**config.mk**
```make
export PLATFORM = sky130hd
export DESIGN_NAME = regfile_dump_reader_flat
export DESIGN_NICKNAME = d
export VERILOG_FILES = /design/src/rtl/regdump_pkg.sv /design/src/rtl/regfile_dump_reader_if.sv /design/src/rtl/regdump_byte_ser.sv /design/src/rtl/regfile_dump_reader.sv /design/src/flat_wrapper.sv
export SDC_FILE = /design/constraint.sdc
export NUM_CORES = 1
export LEC_CHECK = 0
export CAP_MARGIN = 20
export CORE_MARGIN = 2
export CORE_UTILIZATION = 49
export CTS_CLUSTER_DIAMETER = 200
export CTS_CLUSTER_SIZE = 24
export DETAILED_ROUTE_END_ITERATION = 10
export GPL_ROUTABILITY_DRIVEN = 0
export HOLD_SLACK_MARGIN = 0.02
export PLACE_DENSITY = 0.8
export SLEW_MARGIN = 20
export SYNTH_ARGS = -nofsm -noshare
export SYNTH_HDL_FRONTEND = slang
export SYNTH_SLANG_ARGS = --single-unit
```
**constraint.sdc**
```tcl
create_clock -name clk -period 1.95 [get_ports clk]
set_input_delay 0.39 -clock clk [delete_from_list [all_inputs] [get_ports clk]]
set_output_delay 0.39 -clock clk [all_outputs]
set_load 0.01 [all_outputs]
```
**src/rtl/regdump_pkg.sv**
```systemverilog
// Shared types for the register-file dump reader.
//   state_t        : top-level FSM states
//   BYTES_PER_REG  : bytes per register at the default 32-bit XLEN
//   bytes_per_reg  : the same figure for an arbitrary XLEN
package regdump_pkg;

  typedef enum logic [2:0] {
    IDLE,
    LOAD,
    SEND,
    CKSUM,
    FIN
  } state_t;

  localparam int XLEN_DFLT     = 32;
  localparam int BYTES_PER_REG = XLEN_DFLT / 8;

  function automatic int bytes_per_reg(input int xlen);
    return xlen / 8;
  endfunction

endpackage

```
**src/rtl/regfile_dump_reader_if.sv**
```systemverilog
// Handshake and bus bundle of the register-file dump reader.
//   master : the reader. Drives busy, done, rf_addr, tx_data and tx_valid.
//            Receives start, rf_data and tx_ready.
//   slave  : the host/core side. Drives start, rf_data and tx_ready.
interface regfile_dump_reader_if #(
  parameter int XLEN   = 32,
  parameter int ADDR_W = 5
);
  logic              start;
  logic              busy;
  logic              done;
  logic [ADDR_W-1:0] rf_addr;
  logic [XLEN-1:0]   rf_data;
  logic [7:0]        tx_data;
  logic              tx_valid;
  logic              tx_ready;

  modport master (
    input  start, rf_data, tx_ready,
    output busy, done, rf_addr, tx_data, tx_valid
  );

  modport slave (
    output start, rf_data, tx_ready,
    input  busy, done, rf_addr, tx_data, tx_valid
  );
endinterface

```
**src/rtl/regdump_byte_ser.sv**
```systemverilog
// Word-to-byte serializer.
// Loads an XLEN word and emits it least significant byte first on a valid/ready handshake.
// last is raised while the final byte is presented.
//   clk, reset : clock; synchronous active-low reset
//   load       : capture word. This takes priority over a transfer in the same cycle.
//   word       : word to serialize
//   ready      : consumer accepts data when valid && ready
//   data       : current byte (shifter[7:0])
//   valid      : a byte is pending
//   last       : the pending byte is the final byte of the word
module regdump_byte_ser #(
  parameter int XLEN = 32
) (
  input  logic            clk,
  input  logic            reset,
  input  logic            load,
  input  logic [XLEN-1:0] word,
  input  logic            ready,
  output logic [7:0]      data,
  output logic            valid,
  output logic            last
);
  import regdump_pkg::*;

  localparam int BYTES = bytes_per_reg(XLEN);
  localparam int CNT_W = (BYTES > 1) ? $clog2(BYTES) : 1;

  logic [XLEN-1:0]  sh;
  logic [CNT_W-1:0] byte_cnt;

  assign data = sh[7:0];
  assign last = valid && (byte_cnt == CNT_W'(BYTES - 1));

  always_ff @(posedge clk) begin
    if (!reset) begin
      sh       <= '0;
      byte_cnt <= '0;
      valid    <= 1'b0;
    end else if (load) begin
      sh       <= word;
      byte_cnt <= '0;
      valid    <= 1'b1;
    end else if (valid && ready) begin
      sh <= sh >> 8;
      if (last) begin
        valid    <= 1'b0;
        byte_cnt <= '0;
      end else begin
        byte_cnt <= byte_cnt + 1'b1;
      end
    end
  end

endmodule

```
**src/rtl/regfile_dump_reader.sv**
```systemverilog
// Register-file dump reader.
// Walks x0..x[NUM_REGS-1] through an asynchronous read port.
// Each register is snapshotted in its LOAD cycle.
// Each value is streamed to the UART TX byte interface, least significant byte first.
//   clk   : clock
//   reset : synchronous active-low reset. It abandons a dump in progress, with no done pulse.
//   bus   : regfile_dump_reader_if.master. It carries start/busy/done, rf_addr/rf_data
//           and tx_data/tx_valid/tx_ready.
// Optional feature: define REGDUMP_CKSUM_EN to append one byte after the data bytes.
// That byte is the XOR of every data byte sent.
module regfile_dump_reader #(
  parameter int NUM_REGS = 32,
  parameter int XLEN     = 32,
  parameter int ADDR_W   = 5
) (
  input logic clk,
  input logic reset,
  regfile_dump_reader_if.master bus
);
  import regdump_pkg::*;

  state_t            state;
  logic [ADDR_W-1:0] idx;
  logic              busy_q, done_q;
  logic [7:0]        ser_data;
  logic              ser_valid, ser_last, ser_load;

  // The read port is combinational, so rf_data is valid during LOAD and is captured at its edge.
  assign ser_load    = (state == LOAD);
  assign bus.rf_addr = idx;
  assign bus.busy    = busy_q;
  assign bus.done    = done_q;

  regdump_byte_ser #(.XLEN(XLEN)) u_ser (
    .clk   (clk),
    .reset (reset),
    .load  (ser_load),
    .word  (bus.rf_data),
    .ready (bus.tx_ready),
    .data  (ser_data),
    .valid (ser_valid),
    .last  (ser_last)
  );

`ifdef REGDUMP_CKSUM_EN
  logic [7:0] cksum;
  assign bus.tx_data  = (state == CKSUM) ? cksum : ser_data;
  assign bus.tx_valid = ser_valid || (state == CKSUM);
`else
  assign bus.tx_data  = ser_data;
  assign bus.tx_valid = ser_valid;
`endif

  always_ff @(posedge clk) begin
    if (!reset) begin
      state  <= IDLE;
      idx    <= '0;
      busy_q <= 1'b0;
      done_q <= 1'b0;
`ifdef REGDUMP_CKSUM_EN
      cksum  <= '0;
`endif
    end else begin
      done_q <= 1'b0;
      case (state)
        IDLE: if (bus.start) begin
          state  <= LOAD;
          idx    <= '0;
          busy_q <= 1'b1;
`ifdef REGDUMP_CKSUM_EN
          cksum  <= '0;
`endif
        end
        LOAD: state <= SEND;
        SEND: if (ser_valid && bus.tx_ready) begin
`ifdef REGDUMP_CKSUM_EN
          cksum <= cksum ^ ser_data;
`endif
          if (ser_last) begin
            if (idx < ADDR_W'(NUM_REGS - 1)) begin
              idx   <= idx + 1'b1;
              state <= LOAD;
            end else begin
`ifdef REGDUMP_CKSUM_EN
              state  <= CKSUM;
`else
              state  <= FIN;
              done_q <= 1'b1;
`endif
            end
          end
        end
        CKSUM: if (bus.tx_ready) begin
          state  <= FIN;
          done_q <= 1'b1;
        end
        // done is high for this single cycle; busy drops with the return to IDLE
        FIN: begin
          state  <= IDLE;
          busy_q <= 1'b0;
        end
        default: state <= IDLE;
      endcase
    end
  end

endmodule

```
**src/flat_wrapper.sv**
```systemverilog
// flat-port wrapper written by rule: the top's interface ports become plain ports
module regfile_dump_reader_flat import regdump_pkg::*;
#(
  parameter int NUM_REGS = 32,
  parameter int XLEN     = 32,
  parameter int ADDR_W   = 5
)
  (clk, reset, bus_start, bus_rf_data, bus_tx_ready, bus_busy, bus_done, bus_rf_addr, bus_tx_data, bus_tx_valid);
  regfile_dump_reader_if #(.XLEN(XLEN), .ADDR_W(ADDR_W)) bus_i ();
  input logic clk;
  input logic reset;
  input wire logic [$bits(bus_i.start)-1:0] bus_start;
  input wire logic [$bits(bus_i.rf_data)-1:0] bus_rf_data;
  input wire logic [$bits(bus_i.tx_ready)-1:0] bus_tx_ready;
  output wire logic [$bits(bus_i.busy)-1:0] bus_busy;
  output wire logic [$bits(bus_i.done)-1:0] bus_done;
  output wire logic [$bits(bus_i.rf_addr)-1:0] bus_rf_addr;
  output wire logic [$bits(bus_i.tx_data)-1:0] bus_tx_data;
  output wire logic [$bits(bus_i.tx_valid)-1:0] bus_tx_valid;
  assign bus_i.start = bus_start;
  assign bus_i.rf_data = bus_rf_data;
  assign bus_i.tx_ready = bus_tx_ready;
  assign bus_busy = bus_i.busy;
  assign bus_done = bus_i.done;
  assign bus_rf_addr = bus_i.rf_addr;
  assign bus_tx_data = bus_i.tx_data;
  assign bus_tx_valid = bus_i.tx_valid;
  regfile_dump_reader #(.NUM_REGS(NUM_REGS), .XLEN(XLEN), .ADDR_W(ADDR_W)) u_core (.clk(clk), .reset(reset), .bus(bus_i));
endmodule
```
==> out/metrics.yaml <==
run_status:
  outcome: "finished, final reports clean"
power:
  leakage_power_figure_uw: 0.0009213
  share_of_total_power_in_sequential_cells_pct: 52.1
  sw_pwr_uw: 490.4
  clock_power_share_pct: 31.4
  internal_power_uw: 1463
  p_comb_share_pct: 16.5
  sw_frac_of_total_pct: 25.11
  ir_drop_mv: 0.4048
  powerDensity_nw_per_um2: 741.6
layout:
  finish.instance_area_um2: 2634
  areaGrowthSynthToFinish_pct: 28.35
  post_route_cells_drive_above_1_share_pct: 7.394
  layout_commonest_cell: "sky130_fd_sc_hd__clkdlybuf4s50_1"
  antenna-diode-count: 0
  num-nets-final: 321
  layout.cells.most_common_list: "sky130_fd_sc_hd__clkdlybuf4s50_1 (51), sky130_fd_sc_hd__dfxtp_1 (45), sky130_fd_sc_hd__nand2_1 (37), sky130_fd_sc_hd__nand3_1 (34), sky130_fd_sc_hd__nor2_1 (30)"
floorplan:
  die_area_um2: 4721
  die_h_um: 68.71
  rows: 23
  die-width_um: 68.71
  design.core.area_um2: 4029
  floorplan.initialDensity_pct: 50.93
  io_pins: 52
sta:
  timing.final.hold_violations: 0
  final.setup_skew_ns: 0.004218
  tightest_slew_ns: 0.6265
  rsz0062_at_grt: "no"
  setup_total_negative_slack_ns: 0
  fin_crit_ns: 1.712
  timing.fmax_mhz: 584.1
  slew-limit-headroom_pct: 58.05
  layout_worst_path_cycle_share_pct: 87.79
  timing.final.max_slew_violations: 0
  report.final.setup_viol: 0
grt:
  grt_antenna_before_repair: 0
  grt_start_max_net_pins: 58
  grt_pass1_vias: 1633
  wire_length_of_the_first_global_routing_pass_um: 7272
  grt_overflow_total: 0
  global_route_usage_over_all_layers_pct: 20.28
setup_path:
  crit_arrival_ns: 1.32
  setup.worst_path.class: "reg -> out"
  cpMaxStageDelayCell: "sky130_fd_sc_hd__clkdlybuf4s50_1"
  critical-path-top-delay-family: "buffers and inverters"
  worstSetupStartpointType: "flip-flop"
  regToRegSetupSlack_ns: 0.46
  endpoint_kind: "output port"
  critical_path.cell_chain: "clkdlybuf4s50_1"
  crit_fanout: 7
  crit_required_ns: 1.56
  worstPathBufferInverterCount: 1
  critical-path-max-stage-delay_ns: 0.58
clocking:
  clk_pin_slew_worst_paths_ns: 0.08
  cts.repair.resized: 0
  cts_tree: "done"
  cts_made_buffers: 5
  max-clock-path-buffers: 2
  tritoncts_num_sinks: 45
  cts.htree.levels: 2
  clk_root_buffer_cell: "sky130_fd_sc_hd__clkbuf_8"
  worst_skew_pair.late_latency_ns: 0.28
  cts-hold-fix-buffers: 0
  post_cts_repair_setup_buffers: 0
logic_synthesis:
  netlist_top_cells_area: "sky130_fd_sc_hd__dfxtp_1 (44%), sky130_fd_sc_hd__a311oi_1 (10%), sky130_fd_sc_hd__nand3_1 (8.3%)"
  synth_flop_cell: "sky130_fd_sc_hd__dfxtp_1"
  synth_edf_count: 0
  syn_area_um2: 2052
  area_share_of_the_leading_cell_type_in_the_synthesized_netlist_pct: 43.90
  synth_cell_type_count: 37
  postSynth.asyncResetShare_pct: 0
  flops_latches_synth: 45
  synth.largest_area_cell: "sky130_fd_sc_hd__dfxtp_1"
  netlist_instances: 248
  yosysSeqAreaShare_pct: 43.90
  syn-num-nets: 286
  warnings_from_yosys: 0
  synth_area_per_cell_um2: 8.274
detailed_routing:
  detail_route.drc_violations: 0
  vias: 1901
  route.detailed.wl_per_inst_um: 14.02
  finalWirelength_um: 4683
  antenna_violating_nets_post_route: 0
  dr.first_iter.drc_count: 167
  drt_first_pass_iters: 4
  vias_per_cell: 5.692
placement:
  count_of_input_and_output_buffers: 51
  dpl-instance-area_um2: 2532
  hpwl_reported_at_the_end_of_detailed_placement_um: 3021
flow_run:
  max-cap-violations: 0
worst_hold_path:
  worstHoldPathType: "reg -> reg"
## worst reg2reg max path, cell delays in order (launching register included)
cell,delay (ns)
sky130_fd_sc_hd__dfxtp_1,0.38
sky130_fd_sc_hd__ha_1,0.25
sky130_fd_sc_hd__nand4_2,0.15
sky130_fd_sc_hd__a21oi_2,0.19
sky130_fd_sc_hd__o21ai_1,0.13
sky130_fd_sc_hd__a32o_1,0.28
## path summary, 6_finish.rpt
kind / from / to / depth (start not counted)
worst max-delay path: u_core.bus.rf_addr[0] / bus_rf_addr[0] / 1
worst min-delay path: u_core.u_ser.byte_cnt[1] / u_core.u_ser.byte_cnt[1] / 2
worst max register to register: u_core.u_ser.byte_cnt[0] / u_core.bus.rf_addr[1] / 5
worst min register to register: u_core.u_ser.byte_cnt[1] / u_core.u_ser.byte_cnt[1] / 2
## cell families (layout without fill, tap and decap cells)
group | count (synthesis) | count (layout) | share of synthesized area [%]
AO/OA/AOI/OAI | 51 | 51 | 18.90
buffers and inverters | 29 | 65 | 8.170
adder cells (fa/ha/maj) | 2 | 2 | 1.219
flip-flops | 45 | 45 | 43.90
AND/OR/NAND/NOR | 121 | 121 | 27.81
## state kept, by name, summed over array words and instances, names as in the netlist
register and count:
u_core.u_ser.sh 32, u_core.bus.rf_addr 5, u_core.state 3, u_core.u_ser.byte_cnt 2
u_core.bus.busy 1, u_core.bus.done 1, u_core.u_ser.valid 1
## final cells by class
cell class	instances	area (um^2)
repair buffers	55	578.1
clock inverters	1	5.005
clock buffers	7	96.34
inverters	2	7.507
fillers	374	1395
well taps	50	62.56
flip-flops and latches	45	900.9
multi-input cells	174	983.4
## Yosys cell counts, types with 2 or more instances
cell	instances
sky130_fd_sc_hd__a211oi_1	3
sky130_fd_sc_hd__a21oi_1	14
sky130_fd_sc_hd__a311oi_1	24
sky130_fd_sc_hd__a32o_1	2
sky130_fd_sc_hd__a41oi_1	2
sky130_fd_sc_hd__and3_1	2
sky130_fd_sc_hd__buf_2	11
sky130_fd_sc_hd__buf_4	10
sky130_fd_sc_hd__clkbuf_1	4
sky130_fd_sc_hd__dfxtp_1	45
sky130_fd_sc_hd__ha_1	2
sky130_fd_sc_hd__inv_2	2
sky130_fd_sc_hd__nand2_1	37
sky130_fd_sc_hd__nand2b_1	2
sky130_fd_sc_hd__nand3_1	34
sky130_fd_sc_hd__nor2_1	30
sky130_fd_sc_hd__nor3_1	4
## per-layer routing
layer	vias to the layer above	wire [um]	track usage (%)
met2	57	2130	30.29
li1	962	-	-
met5	-	0	0
met1	880	2249	28.34
met3	2	269	5.844
met4	0	33	6.127
## power groups by stage
stage / sequential, uW / combinational (uW) / clock, uW
after floorplan: 1030 / 197 / 0
after global placement: 1040 / 314 / 0
after detailed placement: 1040 / 319 / 0
after CTS: 1020 / 322 / 625
after global routing: 1020 / 353 / 668
final: 1020 / 322 / 614
## stage by stage
stage / setup WS, ns / cells / hold WS (ns) / utilization, % / power (uW)
2_1_floorplan: 0.6479 / 248 / 0.4376 / - / 1225
3_3_place_gp: 0.1738 / 326 / 0.4457 / 62.86 / 1349
3_5_place_dp: 0.1296 / 326 / 0.4588 / 62.86 / 1357
4_1_cts: 0.2438 / 334 / 0.4709 / 65.37 / 1964
5_1_grt: 0.1872 / 334 / 0.4843 / 65.37 / 2045
6_report: 0.2380 / 334 / 0.4761 / 65.37 / 1953
Power figures use the tool's default switching activity.
